==> config.mk <==
export PLATFORM = sky130hd
export DESIGN_NAME = usb_keyboard_report_gen
export DESIGN_NICKNAME = d
export VERILOG_FILES = /design/src/rtl/usb_keyboard_report_gen.sv
export SDC_FILE = /design/constraint.sdc
export NUM_CORES = 1
export LEC_CHECK = 0
export CAP_MARGIN = 5
export CORE_AREA = 3 3 103 105
export DETAILED_ROUTE_END_ITERATION = 12
export DIE_AREA = 0 0 106 108
export GPL_ROUTABILITY_DRIVEN = 1
export HOLD_SLACK_MARGIN = 0.02
export SYNTH_ARGS = -nofsm -noshare
export SYNTH_HDL_FRONTEND = slang
export SYNTH_SLANG_ARGS = --single-unit
export TNS_END_PERCENT = 20
==> constraint.sdc <==
create_clock -name clk -period 5.4 [get_ports clk]
set_clock_uncertainty 0.05 [all_clocks]
set_input_delay 1.35 -clock clk [delete_from_list [all_inputs] [get_ports clk]]
set_output_delay 1.35 -clock clk [all_outputs]
set_load 0.005 [all_outputs]
==> src/rtl/usb_keyboard_report_gen.sv <==
// USB-HID boot-keyboard IN report generator: queues key presses and serves each
// as a press report followed by an all-zero release report, advancing only on ACK.
module usb_keyboard_report_gen #(
  parameter int FIFO_AW = 2
) (
  input  logic               clk,
  input  logic               rst,
  input  logic [15:0]        key_value,
  input  logic               key_request,
  output logic               key_drop,
  output logic [FIFO_AW:0]   fifo_level,
  input  logic               in_start,
  output logic               in_nak,
  output logic               in_valid,
  output logic [7:0]         in_data,
  output logic               in_last,
  input  logic               in_ready,
  input  logic               in_ack
);
  localparam int DEPTH = 1 << FIFO_AW;
  localparam logic [FIFO_AW:0] DEPTH_L = (FIFO_AW+1)'(DEPTH);

  localparam logic [1:0] S_IDLE = 2'd0, S_SEND = 2'd1, S_WACK = 2'd2;
  localparam logic [1:0] PH_NONE = 2'd0, PH_PRESS = 2'd1, PH_REL = 2'd2;

  logic [15:0]        mem_q [DEPTH];
  logic [15:0]        mem_d [DEPTH];
  logic [FIFO_AW-1:0] wr_ptr_q, wr_ptr_d, rd_ptr_q, rd_ptr_d;
  logic [FIFO_AW:0]   level_q, level_d;
  logic [1:0]         state_q, state_d, phase_q, phase_d;
  logic [2:0]         idx_q, idx_d;
  logic [63:0]        latch_q, latch_d;
  logic               nak_q, nak_d, drop_q, drop_d;
  logic               push, pop, empty, full;
  logic [15:0]        head;

  assign empty = (level_q == '0);
  assign full  = (level_q == DEPTH_L);
  assign head  = mem_q[rd_ptr_q];
  // The pop happens on the ACK of a press report; it frees a slot for a same-cycle push.
  assign pop   = (state_q == S_WACK) && in_ack && (phase_q == PH_PRESS);
  assign push  = key_request && (!full || pop);

  always_comb begin
    mem_d    = mem_q;
    wr_ptr_d = wr_ptr_q;
    rd_ptr_d = rd_ptr_q;
    level_d  = level_q;
    state_d  = state_q;
    phase_d  = phase_q;
    idx_d    = idx_q;
    latch_d  = latch_q;
    nak_d    = 1'b0;
    drop_d   = key_request && !push;

    if (push) begin
      mem_d[wr_ptr_q] = key_value;
      wr_ptr_d        = wr_ptr_q + FIFO_AW'(1);
    end
    if (pop) rd_ptr_d = rd_ptr_q + FIFO_AW'(1);
    if (push && !pop)      level_d = level_q + (FIFO_AW+1)'(1);
    else if (pop && !push) level_d = level_q - (FIFO_AW+1)'(1);

    case (state_q)
      S_IDLE: begin
        if (in_start) begin
          if (phase_q == PH_NONE) begin
            if (empty) nak_d = 1'b1;
            else begin
              // Byte 0 sits in the low byte: modifier, reserved, keycode, zeros.
              latch_d = {40'h0, head[7:0], 8'h00, head[15:8]};
              phase_d = PH_PRESS;
              state_d = S_SEND;
              idx_d   = 3'd0;
            end
          end else begin
            state_d = S_SEND;
            idx_d   = 3'd0;
          end
        end
      end
      S_SEND: begin
        if (in_ready) begin
          idx_d = idx_q + 3'd1;
          if (idx_q == 3'd7) state_d = S_WACK;
        end
      end
      S_WACK: begin
        if (in_ack) begin
          state_d = S_IDLE;
          if (phase_q == PH_PRESS) begin
            latch_d = 64'h0;
            phase_d = PH_REL;
          end else begin
            phase_d = PH_NONE;
          end
        end else if (in_start) begin
          state_d = S_SEND;
          idx_d   = 3'd0;
        end
      end
      default: state_d = S_IDLE;
    endcase
  end

  always_ff @(posedge clk) begin
    mem_q <= mem_d;
  end

  always_ff @(posedge clk) begin
    if (rst) begin
      wr_ptr_q <= '0;
      rd_ptr_q <= '0;
      level_q  <= '0;
      state_q  <= S_IDLE;
      phase_q  <= PH_NONE;
      idx_q    <= 3'd0;
      latch_q  <= 64'h0;
      nak_q    <= 1'b0;
      drop_q   <= 1'b0;
    end else begin
      wr_ptr_q <= wr_ptr_d;
      rd_ptr_q <= rd_ptr_d;
      level_q  <= level_d;
      state_q  <= state_d;
      phase_q  <= phase_d;
      idx_q    <= idx_d;
      latch_q  <= latch_d;
      nak_q    <= nak_d;
      drop_q   <= drop_d;
    end
  end

  assign in_valid   = (state_q == S_SEND);
  assign in_data    = in_valid ? latch_q[{idx_q, 3'b000} +: 8] : 8'h00;
  assign in_last    = in_valid && (idx_q == 3'd7);
  assign in_nak     = nak_q;
  assign key_drop   = drop_q;
  assign fifo_level = level_q;
endmodule

# Word-level counts from Yosys, hierarchy flattened
# Index checks and enable logic that the tools add are counted.
[totals] reg_bits=144 in_bits=22 out_inout_bits=15 wordCells=102
[op_classes] n_addsub=5 order_cmp=3 n_eq_ne=16 shifts=1 muxes=36 bitwise=5 n_reduce_logical=23
[ops] op="2-to-1 mux 64 bit" n=5
[ops] op="one-hot mux 64 bit (2 select lines)" n=1
[ops] op="bitwise mux 64 bit" n=1
[ops] op="indexed part select 64 x 7 -> 8 bit" n=1
[ops] op="2-to-1 mux 16 bit" n=3
[ops] op="binary-select mux 16 bit (select 2 bit)" n=1
[ops] op="demux 16 bit (select 2 bit)" n=1
[ops] op="2-to-1 mux 3 bit" n=8
[ops] op="2-to-1 mux 2 bit" n=11
[ops] op="inequality test 2 bit, second input constant" n=6
[ops] op="AND reduction 6 bit" n=2
[ops] op="AND reduction 5 bit" n=2
[ops] op="one-hot mux 3 bit (3 select lines)" n=1
[ops] op="logical AND 1 bit" n=8
[ops] op="2-to-1 mux 8 bit" n=1
[ops] op="adder 3 x 1 -> 3 bit, second input constant" n=2
[ops] op="equality test 3 bit, second input constant" n=2
[ops] op=">= comparator 3 bit, second input constant" n=2
[ops] op="inequality test 2 x 1 -> 1 bit, second input constant" n=3
[ops] op="inequality test 3 bit, second input constant" n=2
[ops] op="inverter 2 -> 3 bit" n=2
[ops] op="one-hot mux 2 bit (3 select lines)" n=1
[ops] op="adder 2 x 1 -> 2 bit, second input constant" n=2
[ops] op="equality test 2 x 1 -> 1 bit, second input constant" n=2
[ops] op="13 further kinds" n=19

# Depth between registers and ports, before layout
[depth] depth_word=9 mapped_depth=10 ltp_nobuf=9

# Least setup slack after synthesis
# OpenSTA, ideal clock, no wires.
[synth_path] path_type="in2reg" startpoint="input in_ack" endpoint="register level_q[2] (netlist: fifo_level[2])" t_arrival_ps=3234 required_time_ps=5279 path_slack_ps=2045 path_stages=9 cell_sequence="and3b_2 > nand3b_1 > a31oi_2 > ha_1 > inv_1 > fa_1 > xor2_1 > or3_1 > a21oi_1"
[synth_between] elab_chain_cells=7
[synth_lines] element="start: declaration" line="18" source="input logic in_ack"
[synth_lines] element="logical AND 1 bit (*) (2 in a row)" line="41" source="assign pop = (state_q == S_WACK) && in_ack && (phase_q == PH_PRESS);"
[synth_lines] element="logical OR 1 bit (*)" line="42" source="assign push = key_request && (!full || pop);"
[synth_lines] element="logical AND 1 bit (*)" line="42"
[synth_lines] element="via push" line="34" source="logic push, pop, empty, full;"
[synth_lines] element="logical NOT 1 bit" line="62" source="else if (pop && !push) level_d = level_q - (FIFO_AW+1)'(1);"
[synth_lines] element="logical AND 1 bit" line="62"
[synth_lines] element="nonzero test 2 bit (no line)"
[synth_lines] element="end signal: assignment" line="124" source="level_q <= level_d;"
[synth_lines] element="end: declaration" line="29" source="logic [FIFO_AW:0] level_q, level_d;"
# Mark *: on every way through the listed nets, which the timed path passes. The rest lies on a longest branch.
# A chain may end at the register's enable or synchronous reset.

# Final worst setup path
# Same ends and word-level chain as after synthesis.

==> metrics.txt <==
Synth Flop Type edfxtp_1; worst slew pin tran 0.857 ns; CP endpoint kind flip-flop; P_sw 0.386 mW; Post-CTS Resized 0; switching share of power 24.7%; #FFs+latches synth 96; total number of vias 2165; clock buffer depth 2; fmax 0.266 GHz; clock share of power 30.3%; Critical Path RT 5.63 ns; number of clock sinks 96; dominant cells by area after synthesis edfxtp_1 50%, dfxtp_1 17%, mux4_2 9.3%; synth warn 0; Initial Util 39.8%; Post-DP Area 4350 sq um; mux cell area share after synthesis 12.2%; die area 11400 sq um; Final Hold Viols 0; I/O Buffers 36; RSZ-0062 raised after global routing false; post-route cell area 4550 sq um; Max-Cap Viols 0; CTS tree built; simple-gate area share of the yosys netlist 10.3%; Comb power frac 13.0%; Die W 106 um; total global routing overflow 0; Syn-to-layout area delta 17.6%; GR Util All Layers 13.0%; final number of setup-violating endpoints 0; DRT Pass-1 Iters 4; Tightest Hold Check Type reg -> reg; Mapped Cells 270; xor and xnor area share after synthesis 0.905%; Pint 1.18 mW; Synth top area share 49.6%; TNS Setup 0 ns; leakage power 1.50 nW; cells along the critical path clkdlybuf4s50_1 -> and3b_2 -> nand3b_1 -> a31oi_2 -> ha_1 -> inv_1 -> fa_1 -> xor2_1 -> or3_1 -> a21oi_1; largest family of logic cells by synthesized area multiplexers; commonest non-fill, non-tap cell in the layout edfxtp_1; share of layout cells above drive strength 1 13.5%; CTS clock-pin slew for the worst setup and hold paths 0.09 ns; postcts setup bufs 0; gp weighted congestion 0.688; DR iter-0 viols 89; Crit-path slowest cell clkdlybuf4s50_1; CTS Buf Count 9; Net Count, Synth 300; number of global-route vias before repair 2294; slew margin rel. 42.9%; post-synth cell types 38; first-pass GRT wire length 11300 um; synthesized area per cell 14.3 sq um; Pins Over Slew Limit 0; sequential fraction of the synthesis area 66.2%; Vias/cell 4.88; Compound-Gate Fraction of Synth Area 5.24%; num rows 36; number of flops mapped to enable cells by yosys 64; Pwr Total 1.56 mW; critical path class in -> reg; area of the mapped netlist 3870 sq um; largest net degree at the start of global routing 33; post-synthesis adder-cell area fraction 2.78%; most frequent cells in the layout 64 x edfxtp_1, 36 x clkdlybuf4s50_1, 32 x dfxtp_1; ant diodes 0; Final Util 46.8%; # H-tree levels 3; asr flop ratio synth 0%; period utilisation layout 69.5%; initial antenna violation count 0; hold_buf cts 0; VDD IR max 160 uV; CTS root buffer clkbuf_8; crit path DAT 3.98 ns; Die H 108 um; Total Wirelength 6820 um; post-detail-place hpwl 4500 um; worst skew pair latency 0.35 ns; Critical Path Start Type input port; Critical Path Max Stage Delay 0.51 ns; Pwr Density 343 nW/um^2; final net count 336; Reg power frac 56.7%; status finished clean; core area 9730 sq um; cell accounting for the most synthesized area edfxtp_1; Remaining DRCs 0; IO Count 37; min cycle time layout 3.75 ns; crit-path max FO 7; Routed Antenna Nets 0; routed length per instance 15.4 um
## cells by family after synthesis
logic type               after synthesis
AO/OA/AOI/OAI                         32
XOR/XNOR                               4
adder cells (fa/ha/maj)                8
buffers and inverters                 20
flip-flops                            96
multiplexers                          27
AND/OR/NAND/NOR                       83
## worst paths after layout
kind              cells past startpoint        start            end  slack [ns]
hold / removal                        2  latch_q[17]    latch_q[17]        0.42
setup / recovery                     10       in_ack  fifo_level[2]        1.65
setup reg to reg                      9   state_q[1]  fifo_level[2]        2.62
hold reg to reg                       2  latch_q[17]    latch_q[17]        0.42
## worst max-delay path, delay by kind of cell
family,cells,cell delay (ns)
AOI/OAI and AO/OA,2,0.56
xor gates and xnor gates,1,0.15
adders and majority gates,2,0.63
buffers and inverters,2,0.58
and+or+nand+nor,3,0.71
## power by group through the flow
| stage | logic (mW) | clock network [mW] | registers [mW] |
|---|---|---|---|
| 2_1_floorplan | 0.132 | 0 | 0.894 |
| 4_1_cts | 0.206 | 0.486 | 0.887 |
| 6_report | 0.203 | 0.473 | 0.887 |
| 3_3_place_gp | 0.200 | 0 | 0.901 |
| 5_1_grt | 0.229 | 0.518 | 0.895 |
| 3_5_place_dp | 0.205 | 0 | 0.904 |
## stage by stage
step	worst slack [ns]	hold WS, ns	cells
after global placement	1.35	0.402	428
after floorplan	2.05	0.393	270
after global routing	1.44	0.460	444
final	1.65	0.424	444
after CTS	1.65	0.426	444
after detailed placement	1.27	0.412	428
## cell usage after synthesis, types with 2 or more instances
library cell and n:
edfxtp_1 64, dfxtp_1 32, nand2_1 25, nand3_1 21, nor2_1 18, o21ai_0 18
mux4_2 16, mux2i_1 10, a21oi_1 8, ha_1 7, clkbuf_1 6, inv_1 6
and2_1 5, buf_2 4, xor2_1 4, nor3_1 3, a41o_1 2
## cell type report
cell class	instances	area, sq um
fill	904	5180
sequential	96	2560
multi-input combinational	154	1220
timing repair buffer	39	383
tap	133	166
clock buffer	11	141
clock inverter	5	61.3
inverter	6	22.5
## metal layers
| layer | global-route usage [%] | share of wire [%] | up-vias |
|---|---|---|---|
| met5 | 0 | 0 | - |
| met4 | 3.42 | 0.59 | 0 |
| met3 | 4.30 | 4.5 | 2 |
| met2 | 22.7 | 51 | 43 |
| met1 | 15.5 | 44 | 1043 |
| li1 | - | - | 1077 |
## registers in the layout (all words and copies together) (netlist names)
register    cells
fifo_level      3
key_drop        1
phase_q         2
in_nak          1
idx_q           3
rd_ptr_q        2
state_q         2
latch_q        16
wr_ptr_q        2
mem_q          64
Power figures use the tool's default switching activity.
